### src/rtl/onp_rpn_if.sv
// Character handshake bundle for onp_rpn: strobe/ack input side and
// strobe/ack output side.
interface onp_rpn_if;
    logic       in_stb;
    logic [7:0] in_char;
    logic       in_ack;
    logic       out_stb;
    logic [7:0] out_char;
    logic       out_ack;

    modport slave (
        input  in_stb,
        input  in_char,
        output in_ack,
        output out_stb,
        output out_char,
        input  out_ack
    );

    modport master (
        output in_stb,
        output in_char,
        input  in_ack,
        input  out_stb,
        input  out_char,
        output out_ack
    );
endinterface

### src/rtl/onp_rpn.sv
// onp_rpn: streaming infix-to-RPN converter (shunting-yard).
// One input char at a time in, one RPN char per cycle out.
module onp_rpn #(
    parameter int DEPTH = 16
) (
    input  logic     clk,
    input  logic     reset,
    onp_rpn_if.slave bus
);
    localparam int AW = (DEPTH > 1) ? $clog2(DEPTH) : 1;
    localparam int SW = $clog2(DEPTH + 1);

    localparam logic [7:0] C_SPC = 8'h20;
    localparam logic [7:0] C_LP  = 8'h28;
    localparam logic [7:0] C_RP  = 8'h29;
    localparam logic [7:0] C_EQ  = 8'h3D;

    typedef enum logic [3:0] {
        ST_IDLE,
        ST_SEP,
        ST_POP,
        ST_POP_SP,
        ST_EMIT,
        ST_FLUSH,
        ST_PUSH,
        ST_SKIP,
        ST_CONT
    } state_t;

    function automatic logic is_digit(input logic [7:0] c);
        return (c >= 8'h30) && (c <= 8'h39);
    endfunction

    function automatic logic is_op(input logic [7:0] c);
        return (c == 8'h2B) || (c == 8'h2D) ||
               (c == 8'h2A) || (c == 8'h2F);
    endfunction

    function automatic logic prec(input logic [7:0] c);
        return (c == 8'h2A) || (c == 8'h2F);
    endfunction

    function automatic logic is_known(input logic [7:0] c);
        return is_digit(c) || is_op(c) || (c == C_LP) ||
               (c == C_RP) || (c == C_EQ);
    endfunction

    state_t        st_q, st_d;
    logic [7:0]    ch_q, ch_d;
    logic          num_q, num_d;
    logic          out_stb_q, out_stb_d;
    logic [7:0]    out_char_q, out_char_d;
    logic [SW-1:0] sp_q, sp_d;
    logic [7:0]    stk_q [DEPTH];
    logic [7:0]    stk_d [DEPTH];

    logic [SW-1:0] spm1;
    logic [AW-1:0] top_idx;
    logic [AW-1:0] push_idx;
    logic [7:0]    top;
    logic          has_top;
    logic          full;
    logic          hs;
    logic [7:0]    rch;

    state_t        r_st;
    logic          r_stb;
    logic [7:0]    r_chr;
    logic          r_pop;
    logic          r_done;
    logic          use_r;

    assign spm1     = sp_q - SW'(1);
    assign top_idx  = spm1[AW-1:0];
    assign push_idx = sp_q[AW-1:0];
    assign top      = stk_q[top_idx];
    assign has_top  = (sp_q != '0);
    assign full     = (sp_q == SW'(DEPTH));
    assign hs       = out_stb_q && bus.out_ack;
    assign rch      = (st_q == ST_IDLE) ? bus.in_char : ch_q;

    assign bus.in_ack   = (st_q == ST_IDLE);
    assign bus.out_stb  = out_stb_q;
    assign bus.out_char = out_char_q;

    // Next step for an operator/paren/'=' once any separator is out.
    always_comb begin
        r_st   = ST_IDLE;
        r_stb  = 1'b0;
        r_chr  = 8'h00;
        r_pop  = 1'b0;
        r_done = 1'b0;
        unique case (1'b1)
            is_op(rch): begin
                if (has_top && (top != C_LP) &&
                    (prec(top) >= prec(rch))) begin
                    r_pop = 1'b1;
                    r_stb = 1'b1;
                    r_chr = top;
                    r_st  = ST_POP;
                end else begin
                    r_st = ST_PUSH;
                end
            end
            (rch == C_LP): begin
                r_st = ST_PUSH;
            end
            (rch == C_RP): begin
                r_pop = has_top;
                if (has_top && (top != C_LP)) begin
                    r_stb = 1'b1;
                    r_chr = top;
                    r_st  = ST_POP;
                end else begin
                    r_done = 1'b1;
                end
            end
            (rch == C_EQ): begin
                r_pop = has_top;
                if (!has_top) begin
                    r_stb = 1'b1;
                    r_chr = C_EQ;
                    r_st  = ST_FLUSH;
                end else if (top != C_LP) begin
                    r_stb = 1'b1;
                    r_chr = top;
                    r_st  = ST_POP;
                end else begin
                    r_st = ST_CONT;
                end
            end
            default: begin
                r_done = 1'b1;
            end
        endcase
    end

    always_comb begin
        st_d       = st_q;
        ch_d       = ch_q;
        num_d      = num_q;
        out_stb_d  = out_stb_q;
        out_char_d = out_char_q;
        sp_d       = sp_q;
        stk_d      = stk_q;
        use_r      = 1'b0;

        unique case (st_q)
            ST_IDLE: begin
                if (bus.in_stb) begin
                    ch_d = bus.in_char;
                    if (is_digit(bus.in_char)) begin
                        out_stb_d  = 1'b1;
                        out_char_d = bus.in_char;
                        num_d      = 1'b1;
                        st_d       = ST_EMIT;
                    end else if (!is_known(bus.in_char)) begin
                        st_d = ST_SKIP;
                    end else if (num_q) begin
                        out_stb_d  = 1'b1;
                        out_char_d = C_SPC;
                        num_d      = 1'b0;
                        st_d       = ST_SEP;
                    end else begin
                        use_r = 1'b1;
                    end
                end
            end
            ST_SEP, ST_POP_SP: begin
                use_r = hs;
            end
            ST_POP: begin
                if (hs) begin
                    out_char_d = C_SPC;
                    st_d       = ST_POP_SP;
                end
            end
            ST_EMIT, ST_FLUSH: begin
                if (hs) begin
                    out_stb_d = 1'b0;
                    st_d      = ST_IDLE;
                end
            end
            ST_PUSH: begin
                if (!full) begin
                    stk_d[push_idx] = ch_q;
                    sp_d            = sp_q + SW'(1);
                end
                st_d = ST_IDLE;
            end
            ST_SKIP: begin
                st_d = ST_IDLE;
            end
            ST_CONT: begin
                use_r = 1'b1;
            end
            default: begin
                out_stb_d = 1'b0;
                st_d      = ST_IDLE;
            end
        endcase

        // A transfer must always drop in_ack for at least one cycle.
        if (use_r) begin
            out_stb_d = r_stb;
            if (r_stb) begin
                out_char_d = r_chr;
            end
            if (r_pop) begin
                sp_d = spm1;
            end
            if (r_done) begin
                st_d = (st_q == ST_IDLE) ? ST_SKIP : ST_IDLE;
            end else begin
                st_d = r_st;
            end
        end
    end

    always_ff @(posedge clk or negedge reset) begin
        if (!reset) begin
            st_q       <= ST_IDLE;
            ch_q       <= 8'h00;
            num_q      <= 1'b0;
            out_stb_q  <= 1'b0;
            out_char_q <= 8'h00;
            sp_q       <= '0;
            stk_q      <= '{default: 8'h00};
        end else begin
            st_q       <= st_d;
            ch_q       <= ch_d;
            num_q      <= num_d;
            out_stb_q  <= out_stb_d;
            out_char_q <= out_char_d;
            sp_q       <= sp_d;
            stk_q      <= stk_d;
        end
    end
endmodule

### src/flat_wrapper.sv
// flat-port wrapper written by rule: the top's interface ports become plain ports
module onp_rpn_flat 
#(
    parameter int DEPTH = 16
)
  (clk, reset, bus_in_stb, bus_in_char, bus_in_ack, bus_out_stb, bus_out_char, bus_out_ack);
  onp_rpn_if bus_i ();
  input  logic clk;
  input  logic reset;
  input wire logic [$bits(bus_i.in_stb)-1:0] bus_in_stb;
  input wire logic [$bits(bus_i.in_char)-1:0] bus_in_char;
  output wire logic [$bits(bus_i.in_ack)-1:0] bus_in_ack;
  output wire logic [$bits(bus_i.out_stb)-1:0] bus_out_stb;
  output wire logic [$bits(bus_i.out_char)-1:0] bus_out_char;
  input wire logic [$bits(bus_i.out_ack)-1:0] bus_out_ack;
  assign bus_i.in_stb = bus_in_stb;
  assign bus_i.in_char = bus_in_char;
  assign bus_in_ack = bus_i.in_ack;
  assign bus_out_stb = bus_i.out_stb;
  assign bus_out_char = bus_i.out_char;
  assign bus_i.out_ack = bus_out_ack;
  onp_rpn #(.DEPTH(DEPTH)) u_core (.clk(clk), .reset(reset), .bus(bus_i));
endmodule
### config.mk
export PLATFORM = sky130hd
export DESIGN_NAME = onp_rpn_flat
export DESIGN_NICKNAME = d
export VERILOG_FILES = /design/src/rtl/onp_rpn_if.sv /design/src/rtl/onp_rpn.sv /design/src/flat_wrapper.sv
export SDC_FILE = /design/constraint.sdc
export NUM_CORES = 1
export LEC_CHECK = 0
export CAP_MARGIN = 40
export CORE_MARGIN = 2
export CORE_UTILIZATION = 62
export CTS_CLUSTER_SIZE = 14
export DETAILED_ROUTE_END_ITERATION = 6
export GPL_ROUTABILITY_DRIVEN = 0
export GPL_TIMING_DRIVEN = 0
export PLACE_DENSITY_LB_ADDON = 0.1
export SYNTH_ARGS = -nofsm -noshare
export SYNTH_HDL_FRONTEND = slang
export SYNTH_SLANG_ARGS = --single-unit
### constraint.sdc
create_clock -name clk -period 4.19 [get_ports clk]
set_input_delay 0.838 -clock clk [delete_from_list [all_inputs] [get_ports clk]]
set_output_delay 0.838 -clock clk [all_outputs]
set_load 0.02 [all_outputs]
Word level (Yosys, flattened, before mapping)
Cells that the tools add are included.
{"block": "word_totals", "register_bits": 155, "in_bits": 12, "word_cells": 159, "output_inout_bits": 10}
{"block": "classes", "eq_ne": 34, "mux": 61, "order_cmp": 6, "n_bitwise": 3, "reduce_logical": 31, "n_addsub": 2}
{"operator": "128-bit bitwise mux", "n": 1}
{"operator": "8-bit by 6-bit == test with 1-bit output, second input constant", "n": 16}
{"operator": "8-bit 2-to-1 mux", "n": 15}
{"operator": "4-bit 2-to-1 mux", "n": 10}
{"operator": "8-bit binary-select mux with 4-bit select", "n": 1}
{"operator": "8-bit demux with 4-bit select", "n": 1}
{"operator": "4-bit case mux with 4 select lines", "n": 2}
{"operator": "8-bit case mux with 3 select lines", "n": 1}
{"operator": "5-bit 2-to-1 mux", "n": 4}
{"operator": "1-bit 2-to-1 mux", "n": 17}
{"operator": "4-bit by 3-bit == test with 1-bit output, second input constant", "n": 4}
{"operator": "8-bit case mux with 2 select lines", "n": 1}
{"operator": "1-bit logical OR", "n": 12}
{"operator": "5-bit >= comparator, second input constant", "n": 2}
{"operator": "4-bit NOT with 5-bit output", "n": 2}
{"operator": "5-bit AND reduction", "n": 2}
{"operator": "1-bit case mux with 3 select lines", "n": 3}
{"operator": "4-bit by 2-bit == test with 1-bit output, second input constant", "n": 2}
{"operator": "8-bit by 6-bit >= comparator with 1-bit output, second input constant", "n": 1}
{"operator": "8-bit by 6-bit <= comparator with 1-bit output, second input constant", "n": 1}
{"operator": "4-bit by 1-bit inequality test with 1-bit output, second input constant", "n": 2}
{"operator": "8-bit by 6-bit inequality test with 1-bit output, second input constant", "n": 1}
{"operator": "3-bit 2-to-1 mux", "n": 2}
{"operator": "3-bit by 1-bit inequality test with 1-bit output, second input constant", "n": 2}
{"operator": "22 further kinds", "n": 32}

Logic depth before layout (Yosys ltp)
{"block": "depth", "depth_word": 14, "depth_mapped": 14, "mapped_depth_nobuf": 10}

Least setup slack after synthesis
Ideal clock, no wire load.
{"block": "synth_path", "path_type": "register to register", "from": "register u_core.sp_q[0]", "to": "register u_core.out_char_q[3], in the netlist u_core.bus.out_char[3]", "setup_ns": 0.125, "n_path_buf": 3, "path_stages_with_launch": 14, "t_arrival_ns": 3.321, "required_ns": 4.065, "period_less_slack_ns": 3.446, "path_slack_ns": 0.744, "path_cell_list": "dfrtp_1 > buf_6 > buf_12 > inv_2 > ha_1 > buf_2 > mux2_2 > mux4_1 > o41ai_1 > o22ai_2 > a31oi_4 > nand2_2 > a2bb2oi_4 > mux2_4"}
{"block": "synth_via", "elab_chain_len": 13, "word_cells_on_any_way": 25, "classes_between": "add/sub: 1; order compare: 1; eq/ne: 3; mux: 15; bitwise: 1; reduce/logical: 4"}
{"item": "from (decl)", "line_no": "onp_rpn.sv:53", "rtl": "logic [SW-1:0] sp_q, sp_d;"}
{"item": "from (signal assigned)", "line_no": "onp_rpn.sv:235", "rtl": "sp_q <= sp_d;"}
{"item": "5-bit by 1-bit subtractor with 5-bit output", "line_no": "onp_rpn.sv:73", "rtl": "assign spm1 = sp_q - SW'(1);"}
{"item": "4-bit NOT with 5-bit output (not written as such)", "line_no": "onp_rpn.sv:76", "rtl": "assign top = stk_q[top_idx];"}
{"item": "8-bit binary-select mux with 4-bit select", "line_no": "onp_rpn.sv:76"}
{"item": "8-bit 2-to-1 mux (not written as such) (2 in series)", "line_no": "onp_rpn.sv:76"}
{"item": "8-bit by 6-bit == test with 1-bit output", "line_no": "onp_rpn.sv:40", "rtl": "return (c == 8'h2A) || (c == 8'h2F);"}
{"item": "1-bit logical OR", "line_no": "onp_rpn.sv:40"}
{"item": "1-bit >= comparator", "line_no": "onp_rpn.sv:96", "rtl": "(prec(top) >= prec(rch))) begin"}
{"item": "1-bit logical AND", "line_no": "onp_rpn.sv:95", "rtl": "if (has_top && (top != C_LP) &&"}
{"item": "8-bit 2-to-1 mux / 1-bit 2-to-1 mux (equally long branches)", "line_no": "onp_rpn.sv:95"}
{"item": "8-bit case mux with 3 select lines / 1-bit case mux with 3 select lines (equally long branches)", "line_no": "onp_rpn.sv:93", "rtl": "unique case (1'b1)"}
{"item": "8-bit 2-to-1 mux *", "line_no": "onp_rpn.sv:206", "rtl": "if (r_stb) begin"}
{"item": "8-bit 2-to-1 mux *", "line_no": "onp_rpn.sv:204", "rtl": "if (use_r) begin"}
{"item": "via u_core.out_char_d[3]", "line_no": "onp_rpn.sv:52", "rtl": "logic [7:0] out_char_q, out_char_d;"}
{"item": "to (signal assigned)", "line_no": "onp_rpn.sv:234", "rtl": "out_char_q <= out_char_d;"}
{"item": "to (decl)", "line_no": "onp_rpn.sv:52"}
The timed path passes the listed nets; every way through them passes the cells marked *. The select of a mux whose other input is x is not followed.
A chain may end at the register's enable or synchronous reset.

Worst setup path after layout
{"block": "layout_path", "from": "register u_core.sp_q[0]", "to": "register u_core.out_char_q[5], in the netlist u_core.bus.out_char[5]"}
The elaborated chain is that of the path after synthesis.

==> impl_metrics.yaml <==
outcome:
  status: "completed"
sta:
  setup_total_negative_slack_ns: 0
  finalSetupViolCount: 0
  worstMarginPinSlew_ns: 0.888
  finalCriticalPeriod_ns: 4.03
  drv_slew: 0
  hold_ws_ns: 0.485
  skew_ns: 0.00889
  clock.fmax_ghz: 0.248
  rsz0062_at_grt: "no"
  max-slew-margin-rel_pct: 40.8
  fin_crit_sh_pct: 96.1
  setup_ws_ns: 0.162
  hold_viol_final: 0
global_route:
  grt.busiest_layer: "met2"
  grt_use_total_pct: 28.9
  met3_usage_pct: 6.70
  use_met2_pct: 46.1
  grtUsageMet1_pct: 39.4
  gr-total-overflow: 0
  antenna_found_initial: 0
  grt_pass1_wl_mm: 31.0
  grt_max_degree: 94
  grt_pass1_vias: 5758
synthesis:
  synth_seq_cells: 155
  synth_area_mm2: 0.00823
  syn_area_per_cell_um2: 12.7
  synth.most_common_cell: "dfrtp_1"
  synth_edf_count: 0
  synth_area_leaders: "dfrtp_1, mux2_2, mux4_1"
  async_flop_share_pct: 100
  yosysTopAreaCell: "dfrtp_1"
  synth_warnings: 0
  synth_cell_types: 72
  synth_top_area_share_pct: 47.2
  synth_nets: 663
  ys.flop_type: "dfrtp_1"
  ys_seq_area_share_pct: 47.2
  synthTopCellsByCount: "dfrtp_1, mux2_2, nand2_1, mux2i_1, nor2_1"
  syn_inst: 646
finish:
  postLayoutCoreUtil_pct: 71.1
  syn_to_final_growth_pct: 13.0
  regArea_mm2: 0.00388
  final_nets: 708
  drive_above_1_share_pct: 31.8
  num-fill-cells: 937
  antenna_cells: 0
  multi_input_area_mm2: 0.00411
critical_path:
  cp.required_ns: 4.53
  crit_path_start_kind: "flip-flop"
  ff2ff_path_depth: 15
  cp-end-kind: "flip-flop"
  cp-endpoint: "u_core.bus.out_char[5]"
  crit_chain: "buf_6 -> buf_12 -> inv_2 -> ha_1 -> clkbuf_4 -> clkbuf_4 -> mux4_1 -> mux2i_1 -> mux2i_1 -> nor3_1 -> nand2_1 -> nor2_1 -> a2bb2oi_4 -> buf_4 -> mux2i_1"
  r2r-end: "u_core.bus.out_char[5]"
  r2r_slack_ns: 0.16
  path_max_fanout: 10
  worst_path_max_delay_cell: "dfrtp_2"
  crit_start: "u_core.sp_q[0]"
  r2r_start: "u_core.sp_q[0]"
  critPathArrivalTime_ns: 4.37
  slowest_delay_ns: 0.44
  worstSetupPathType: "reg -> reg"
  path_common_cell: "mux2i_1"
clocking:
  root_buffer: "clkbuf_16"
  path_clk_slew_ns: 0.06
  postCtsHoldBufs: 0
  cts_buffer_depth: 2
  cts_made_buffers: 17
  clock-sinks: 155
  clk-insertion-delay-late_ns: 0.43
  cts_tree: "built"
  htree_levels: 4
power:
  p_leak_nw: 4.37
  power_mw: 7.17
  powerDensity_mw_per_mm2: 771
  max-vdd-ir-drop_mv: 0.342
placed_design:
  preCtsSetupSlack_ns: -0.0666
  io_buffers: 21
  dp_hpwl_mm: 13.2
routing:
  drc: 0
  wl_per_cell_um: 22.0
  drt_iter0_markers: 458
  via_count: 5541
  wirelength_mm: 19.4
  ant_nets: 0
  firstDrtPassIters: 7
  vias_per_cell: 6.30
floorplan:
  core-area_mm2: 0.0131
  die_h_um: 119
  start_util_pct: 62.9
  io_pins: 22
  die_area_mm2: 0.0142
  fp-row-count: 42
  die_width_um: 119
worst_hold_path:
  hold_path.class: "reg -> reg"
run:
  cap_violations: 0
-- power by group --
| part | switching [mW] | internal (mW) |
|---|---|---|
| registers | 0.306 | 2.00 |
| logic | 1.85 | 1.57 |
| clock network | 0.633 | 0.809 |
| total | 2.78 | 4.38 |
-- final cells by class --
| class | instances | share of cell area, % |
|---|---|---|
| Multi-Input combinational cell | 444 | 44.2 |
| Sequential cell | 155 | 41.7 |
| Clock buffer | 20 | 5.02 |
| Timing Repair Buffer | 26 | 2.87 |
| Buffer | 37 | 2.46 |
| Tap cell | 176 | 2.37 |
| Clock inverter | 12 | 0.929 |
| Inverter | 10 | 0.458 |
-- cells in the final DEF, fill, tap and decap left out, types with 3 or more instances in the layout --
cell             instances
a211oi_1                 3
a21o_1                   6
a21oi_1                 12
a22oi_1                  4
a31oi_1                  5
and2_1                   7
and3_1                   7
buf_2                    5
buf_4                    5
buf_6                    5
clkbuf_1                19
clkbuf_16               17
clkbuf_8                 3
clkdlybuf4s50_1         20
clkinv_2                 5
dfrtp_1                154
ha_1                     5
inv_1                    8
inv_6                    3
mux2_2                 137
mux2_4                   3
mux2i_1                 34
mux4_1                  16
mux4_2                   6
nand2_1                 48
nand2b_1                 7
nand3_1                 11
nand3b_1                 5
nor2_1                  24
nor2b_1                  6
nor3_1                  11
nor3b_1                 11
nor4_1                   3
o21ai_0                 21
xnor2_1                  4
-- worst min path at each step --
stage,startpoint,to,slack [ns],depth (start not counted)
6_report,u_core.stk_q[9],u_core.stk_q[9],0.49,2
5_1_grt,u_core.stk_q[45],u_core.stk_q[45],0.51,1
4_1_cts,u_core.stk_q[89],u_core.stk_q[89],0.48,2
3_5_place_dp,u_core.stk_q[89],u_core.stk_q[89],0.47,2
3_3_place_gp,u_core.stk_q[17],u_core.stk_q[17],0.45,2
2_1_floorplan,u_core.stk_q[41],u_core.stk_q[41],0.44,2
-- routing by layer --
metal | routed length, µm | part of all wire (%) | vias to the layer above
met3 | 1040 | 5.3 | 30
li1 | - | - | 2489
met1 | 8430 | 44 | 2860
met2 | 9470 | 49 | 162
met5 | 0 | 0 | -
met4 | 423 | 2.2 | 0
-- through the flow --
stage	instances	cell area, µm²
2_1_floorplan	646	8230
3_3_place_gp	843	8660
3_5_place_dp	845	8690
4_1_cts	880	9270
5_1_grt	880	9300
6_report	880	9300
-- worst max-delay path: cells and delay by family (launching register included) --
family	cells	cell delay, ns
buf+inv	6	1.22
fa+ha+maj	1	0.34
flops	1	0.44
compound gates	1	0.30
simple gates	3	0.66
mux	4	0.97
-- logic make-up after synthesis --
| logic type | after synthesis | share of synthesized area [%] |
|---|---|---|
| buffers and inverters | 47 | 3.19 |
| DFF | 155 | 47.2 |
| and+or+nand+nor | 151 | 9.51 |
| adders and majority gates | 5 | 0.761 |
| muxes | 201 | 31.0 |
| xor gates and xnor gates | 7 | 1.16 |
| AOI/OAI and AO/OA | 80 | 7.20 |
-- registers in the layout, summed over array words and instances (netlist names) --
register,count
u_core.bus.out_char,8
u_core.bus.out_stb,1
u_core.ch_q,8
u_core.num_q,1
u_core.sp_q,5
u_core.st_q,4
u_core.stk_q,128
-- timing repair --
action                                  in CTS  in global routing
resized for setup                            1                  8
pin swaps                                    1                  1
cloned                                       0                  0
setup buffers                                3                  0
endpoints found under the setup margin       2                 16
No activity file was read; power rests on OpenSTA's default activity.
